### src/rtl/lsu_ctrl.sv
// lsu_ctrl: load/store unit between the execute stage and data_mem.
// Issues word-wide reads and writes, extracts byte/halfword lanes
// (big-endian) with sign or zero extension, and performs sub-word stores
// as read-modify-write. Optional macro LSU_PERF_CNT_EN adds saturating
// performance counters; without it the perf_* ports are tied to 0.
//
// state  | meaning
// IDLE   | ready for a request; errors go straight to RESP
// LOAD   | word read, lane extracted into resp_rdata
// RMW_RD | word read, store lane merged into write buffer
// WRITE  | word write to data_mem
// RESP   | one-cycle response pulse
module lsu_ctrl #(
    parameter int DATA_MEM_SIZE = 1024,
    parameter int CNT_WIDTH     = 16
) (
    input  logic                 clk,
    input  logic                 rst_n,
    input  logic                 req_valid,
    output logic                 req_ready,
    input  logic [2:0]           req_op,
    input  logic [31:0]          req_addr,
    input  logic [31:0]          req_wdata,
    output logic                 resp_valid,
    output logic                 resp_err,
    output logic [31:0]          resp_rdata,
    output logic                 mem_read_en,
    output logic                 mem_write_en,
    output logic [31:0]          mem_addr,
    output logic [31:0]          mem_wdata,
    input  logic [31:0]          mem_rdata,
    output logic [CNT_WIDTH-1:0] perf_loads,
    output logic [CNT_WIDTH-1:0] perf_stores,
    output logic [CNT_WIDTH-1:0] perf_errs
);

    localparam logic [2:0] OP_LB  = 3'd0;
    localparam logic [2:0] OP_LH  = 3'd1;
    localparam logic [2:0] OP_LW  = 3'd2;
    localparam logic [2:0] OP_LBU = 3'd3;
    localparam logic [2:0] OP_LHU = 3'd4;
    localparam logic [2:0] OP_SB  = 3'd5;
    localparam logic [2:0] OP_SH  = 3'd6;
    localparam logic [2:0] OP_SW  = 3'd7;

    localparam logic [32:0] MEM_LIMIT = 33'(DATA_MEM_SIZE);

    typedef enum logic [2:0] {
        ST_IDLE,
        ST_LOAD,
        ST_RMW_RD,
        ST_WRITE,
        ST_RESP
    } state_t;

    state_t      state, state_nxt;
    logic [2:0]  op_q;
    logic [31:0] addr_q;
    logic [31:0] wdata_q;
    logic [31:0] wbuf_q;
    logic        resp_err_q;
    logic [31:0] resp_rdata_q;

    logic [2:0]  req_size;
    logic [32:0] req_end;
    logic        req_misalign;
    logic        req_err;
    logic        req_is_load;
    logic        op_q_is_store;
    logic [31:0] rd_shifted;
    logic [7:0]  rd_byte;
    logic [15:0] rd_half;
    logic [31:0] load_val;
    logic [31:0] merge_mask;
    logic [31:0] merge_data;
    logic [31:0] merged;

    // Access size, alignment and range check for the incoming request
    always_comb begin
        req_size     = 3'd4;
        req_misalign = 1'b0;
        case (req_op)
            OP_LB, OP_LBU, OP_SB: req_size = 3'd1;
            OP_LH, OP_LHU, OP_SH: begin
                req_size     = 3'd2;
                req_misalign = req_addr[0];
            end
            default: begin
                req_size     = 3'd4;
                req_misalign = (req_addr[1:0] != 2'b00);
            end
        endcase
    end

    // 33-bit sum so addresses near 2^32 cannot wrap into range
    assign req_end       = {1'b0, req_addr} + {30'd0, req_size};
    assign req_err       = req_misalign || (req_end > MEM_LIMIT);
    assign req_is_load   = (req_op <= OP_LHU);
    assign op_q_is_store = (op_q >= OP_SB);

    // Lane extraction and store-lane merge on the read word (big-endian lanes)
    always_comb begin
        rd_shifted = mem_rdata >> {~addr_q[1:0], 3'b000};
        rd_byte    = rd_shifted[7:0];
        rd_half    = addr_q[1] ? mem_rdata[15:0] : mem_rdata[31:16];
        case (op_q)
            OP_LB:   load_val = {{24{rd_byte[7]}}, rd_byte};
            OP_LBU:  load_val = {24'd0, rd_byte};
            OP_LH:   load_val = {{16{rd_half[15]}}, rd_half};
            OP_LHU:  load_val = {16'd0, rd_half};
            default: load_val = mem_rdata;
        endcase
        if (op_q == OP_SB) begin
            merge_mask = 32'h0000_00FF << {~addr_q[1:0], 3'b000};
            merge_data = {4{wdata_q[7:0]}};
        end else begin
            merge_mask = addr_q[1] ? 32'h0000_FFFF : 32'hFFFF_0000;
            merge_data = {2{wdata_q[15:0]}};
        end
        merged = (mem_rdata & ~merge_mask) | (merge_data & merge_mask);
    end

    // State register
    always_ff @(posedge clk or negedge rst_n) begin
        if (!rst_n) begin
            state <= ST_IDLE;
        end else begin
            state <= state_nxt;
        end
    end

    // Next state and memory-side strobes, decoded from the current state
    always_comb begin
        state_nxt    = state;
        mem_read_en  = 1'b0;
        mem_write_en = 1'b0;
        mem_wdata    = 32'd0;
        case (state)
            ST_IDLE: begin
                if (req_valid) begin
                    if (req_err) begin
                        state_nxt = ST_RESP;
                    end else if (req_is_load) begin
                        state_nxt = ST_LOAD;
                    end else if (req_op == OP_SW) begin
                        state_nxt = ST_WRITE;
                    end else begin
                        state_nxt = ST_RMW_RD;
                    end
                end
            end
            ST_LOAD: begin
                mem_read_en = 1'b1;
                state_nxt   = ST_RESP;
            end
            ST_RMW_RD: begin
                mem_read_en = 1'b1;
                state_nxt   = ST_WRITE;
            end
            ST_WRITE: begin
                mem_write_en = 1'b1;
                mem_wdata    = (op_q == OP_SW) ? wdata_q : wbuf_q;
                state_nxt    = ST_RESP;
            end
            ST_RESP: begin
                state_nxt = ST_IDLE;
            end
            default: begin
                state_nxt = ST_IDLE;
            end
        endcase
    end

    // Request latch, write buffer and response registers; the response
    // registers only change on the edge entering RESP so they hold between
    // responses
    always_ff @(posedge clk or negedge rst_n) begin
        if (!rst_n) begin
            op_q         <= 3'd0;
            addr_q       <= 32'd0;
            wdata_q      <= 32'd0;
            wbuf_q       <= 32'd0;
            resp_err_q   <= 1'b0;
            resp_rdata_q <= 32'd0;
        end else begin
            case (state)
                ST_IDLE: begin
                    if (req_valid) begin
                        op_q    <= req_op;
                        addr_q  <= req_addr;
                        wdata_q <= req_wdata;
                        if (req_err) begin
                            resp_err_q   <= 1'b1;
                            resp_rdata_q <= 32'd0;
                        end
                    end
                end
                ST_LOAD: begin
                    resp_err_q   <= 1'b0;
                    resp_rdata_q <= load_val;
                end
                ST_RMW_RD: begin
                    wbuf_q <= merged;
                end
                ST_WRITE: begin
                    resp_err_q   <= 1'b0;
                    resp_rdata_q <= 32'd0;
                end
                default: begin
                end
            endcase
        end
    end

    assign req_ready  = (state == ST_IDLE);
    assign resp_valid = (state == ST_RESP);
    assign resp_err   = resp_err_q;
    assign resp_rdata = resp_rdata_q;
    assign mem_addr   = {addr_q[31:2], 2'b00};

`ifdef LSU_PERF_CNT_EN
    logic [CNT_WIDTH-1:0] loads_q, stores_q, errs_q;

    // Saturating counters, bumped once per response by outcome
    always_ff @(posedge clk or negedge rst_n) begin
        if (!rst_n) begin
            loads_q  <= '0;
            stores_q <= '0;
            errs_q   <= '0;
        end else if (state == ST_RESP) begin
            if (resp_err_q) begin
                if (errs_q != '1) errs_q <= errs_q + 1'b1;
            end else if (op_q_is_store) begin
                if (stores_q != '1) stores_q <= stores_q + 1'b1;
            end else begin
                if (loads_q != '1) loads_q <= loads_q + 1'b1;
            end
        end
    end

    assign perf_loads  = loads_q;
    assign perf_stores = stores_q;
    assign perf_errs   = errs_q;
`else
    logic unused_store_flag;
    assign unused_store_flag = op_q_is_store;
    assign perf_loads        = '0;
    assign perf_stores       = '0;
    assign perf_errs         = '0;
`endif

endmodule
### config.mk
export PLATFORM = sky130hd
export DESIGN_NAME = lsu_ctrl
export DESIGN_NICKNAME = d
export VERILOG_FILES = /design/src/rtl/lsu_ctrl.sv
export SDC_FILE = /design/constraint.sdc
export NUM_CORES = 1
export LEC_CHECK = 0
export ABC_CLOCK_PERIOD_IN_PS = 2700
export BUFFER_PORTS_ARGS = -buffer_cell sky130_fd_sc_hd__buf_4
export CORE_MARGIN = 5
export CORE_UTILIZATION = 52
export DETAILED_ROUTE_END_ITERATION = 8
export GPL_TIMING_DRIVEN = 0
export PLACE_DENSITY = 0.89
export SKIP_LAST_GASP = 1
export SYNTH_ARGS = -nofsm -noshare
export SYNTH_HDL_FRONTEND = slang
export SYNTH_SLANG_ARGS = --single-unit
### constraint.sdc
create_clock -name clk -period 2.7 [get_ports clk]
set_clock_uncertainty 0.2 [all_clocks]
set_input_delay 0.405 -clock clk [delete_from_list [all_inputs] [get_ports clk]]
set_output_delay 0.405 -clock clk [all_outputs]
set_load 0.02 [all_outputs]
==> results.ini <==
[clocking]
ctsLongestPathBuffers=2
cts.sinks=135
cts_buffers=17
cts-root-buf=clkbuf_16
clk_pin_slew_worst_paths_ns=0.07
tritoncts=built
clock_latency_ns=0.43
cts_max_level=4

[sta]
slew_viol_final=0
hold_ws_ns=0.00870
fin_ws_ns=-0.538
slew_headroom_pct=22.4
setup_viol=36
min_period_ns=3.24
finalCritPeriodShare_pct=120
rsz0062_at_grt=yes
hold_viol=0
fmax_mhz=309
worst_pin_slew_ns=1.16

[setup_path]
crit_type=in -> reg
reg2reg_slack_ns=-0.29
crit_path_max_incr_delay_ns=0.43
end_kind=flip-flop
cp_max_fo=7
rr_startpoint=addr_q[1]$_DFFE_PN0P_
cp.required_ns=2.82
path_cells=buf_8, nand2b_4, nand2_4, mux2i_4, ha_4, fa_2, a21oi_4, nor3b_2, a22oi_1, o31a_1, o41ai_2, nand4_1, o31a_4, buf_6, a21o_1
critPathLaunchType=input port
critPathSlowestCell=o41ai_2
worstRegToRegCells=10
timing.rr.end=resp_rdata[22]$_DFFE_PN0P_
arrival_ns=3.35

[final_layout]
nFillCells=1122
nNetsFinal=1269
drive_above_1_share_pct=37.5
antenna_cells=0
regArea_um2=3380
multi_input_area_um2=4050
layout.cells.non_filler=1364
fin_area_um2=10800
area_growth_pct=36.9

[die]
die_area_um2=17800
io_pins=251
core_area_um2=15000
start_util_pct=52.6
die_x_um=133
die_h_um=133
num_rows=45

[route]
ant_nets=0
drc=0
finalWirelength_um=26000
vias_per_cell=5.72
vias=7801
dr.first_iter.drc_count=705
drt-pass1-iter-count=5
wire_per_inst_um=19.1

[run_status]
failed_checks=negative setup slack
status=finished, violations left

[synth]
ys_types=57
synth_top_area_share_pct=42.7
yosys-top-cells-area=dfrtp_1, mux2_2, buf_4
yosysTopAreaCell=dfrtp_1
ys_ff_latch=135
synth-async-reset-ratio_pct=100
avgSynthCellArea_um2=9.01
synthTopCellsByCount=nand2_1, dfrtp_1, o21ai_0
yosys_warnings=0
synth_edf_count=0
ys.flop_type=dfrtp_1
syn_area_um2=7910
synth_most_common_cell=nand2_1
ys_seq_area_share_pct=42.7
syn-instance-count=877

[grt]
grt_pass1_wl_um=39600
grt_use_total_pct=27.8
grt_max_degree=92
overflow=0
antenna_found_initial=0
first_global_vias=7716

[power_and_ir_drop]
p_per_area_nw_per_um2=570
p_leak_nw=5.33
max-vdd-ir-drop_v=0.000483

[min_path]
holdPathStages=2
worstHoldPathType=in -> reg
hold_end=wdata_q[19]$_DFFE_PN0P_
min_from=req_wdata[19]

[placement]
gp_congestion=0.968
placed_area_um2=9870
portBuffers=197
hpwl_um=19000
dp.cells=1312

[job]
cap_violations=0

## power by group
part | switching, mW | internal (mW)
clock network | 1.02 | 1.31
registers | 0.123 | 2.17
logic | 0.857 | 0.694
total | 2.00 | 4.17
## worst max-delay path by stage
stage / cells after the start / from / end / slack, ns
after global placement: 15 / req_op[2] / resp_err$_DFFE_PN0P_ / -1.20
final: 15 / req_op[2] / resp_err$_DFFE_PN0P_ / -0.54
after detailed placement: 15 / req_op[2] / resp_err$_DFFE_PN0P_ / -1.26
after global routing: 16 / req_op[2] / resp_rdata[25]$_DFFE_PN0P_ / -0.64
after CTS: 15 / req_op[0] / resp_err$_DFFE_PN0P_ / -0.64
after floorplan: 14 / req_op[2] / resp_err$_DFFE_PN0P_ / -0.50
## through the flow
| step | worst slack (ns) | utilization, % | TNS, ns | power (mW) |
|---|---|---|---|---|
| 2_1_floorplan | -0.496 | - | -14.70 | 3.22 |
| 6_report | -0.538 | 72.0 | -17.56 | 6.17 |
| 4_1_cts | -0.638 | 70.7 | -20.99 | 6.10 |
| 3_5_place_dp | -1.26 | 65.7 | -44.43 | 3.75 |
| 5_1_grt | -0.635 | 72.0 | -21.87 | 6.41 |
| 3_3_place_gp | -1.20 | 65.4 | -41.57 | 3.71 |
## kinds of logic after synthesis
kind of cell               share of synthesized area (%)
adders and majority gates                          0.728
buffers and inverters                               10.6
xor gates and xnor gates                            1.33
AOI/OAI and AO/OA                                   15.4
other                                             0.0474
DFF                                                 42.7
and+or+nand+nor                                     15.3
muxes                                               13.8
## per-layer routing
| layer | wire [um] | part of all wire [%] | track usage (%) | vias to the layer above |
|---|---|---|---|---|
| met5 | 0 | 0 | 0 | - |
| met4 | 1270 | 4.9 | 13.7 | 0 |
| li1 | - | - | - | 3515 |
| met2 | 12400 | 48 | 44.7 | 513 |
| met1 | 9570 | 37 | 34.5 | 3659 |
| met3 | 2800 | 11 | 7.70 | 114 |
## worst max-delay path, delay by kind of cell
| kind | cells | cell delay [ns] |
|---|---|---|
| compound gates | 6 | 1.42 |
| simple gates | 4 | 0.65 |
| fa+ha+maj | 2 | 0.54 |
| buf+inv | 2 | 0.25 |
| mux | 1 | 0.07 |
## registers in the layout, summed over array words and instances (netlist names)
name        flops
addr_q         32
resp_rdata     32
wbuf_q         32
wdata_q        32
op_q            3
state           3
resp_err        1
## timing repair
item                                    in CTS  in global routing
buffers inserted                             8                  4
pin swaps                                    9                  9
cloned                                       1                  0
hold buffers                                 6                  4
gates resized for setup                     25                 35
endpoints found under the setup margin      76                 98
hold endpoints to repair                    49                  4
## area by class of cell
cell class | count | share of cell area (%)
inverters | 7 | 0.243
plain buffers | 125 | 7.55
multi-input cells | 656 | 37.5
flip-flops and latches | 135 | 31.2
repair buffers | 221 | 16.0
well taps | 188 | 2.17
clock buffers | 17 | 3.93
clock inverters | 15 | 1.46
## cell usage in the layout, fill, tap and decap left out, drive strengths merged, types with 2 or more instances in the layout
master / n
o21ai: 120
clkinvlp: 2
and3: 4
dlygate4sd3: 10
buf: 296
o31a: 2
o311ai: 2
nor4: 7
clkbuf: 57
mux2: 66
nor2: 52
a21boi: 2
ha: 3
nor3b: 4
nand3: 17
o21bai: 3
a22oi: 2
conb: 50
o31ai: 2
inv: 16
a21o: 3
or2: 2
or3: 4
and4: 3
nor3: 6
xor2: 9
a31oi: 2
mux2i: 35
o221ai: 8
nand4: 10
nand3b: 2
clkinv: 3
o211ai: 7
dfrtp: 135
nand2b: 5
nand2: 151
a21oi: 56
xnor2: 3
No activity file was read; power rests on OpenSTA's default activity.
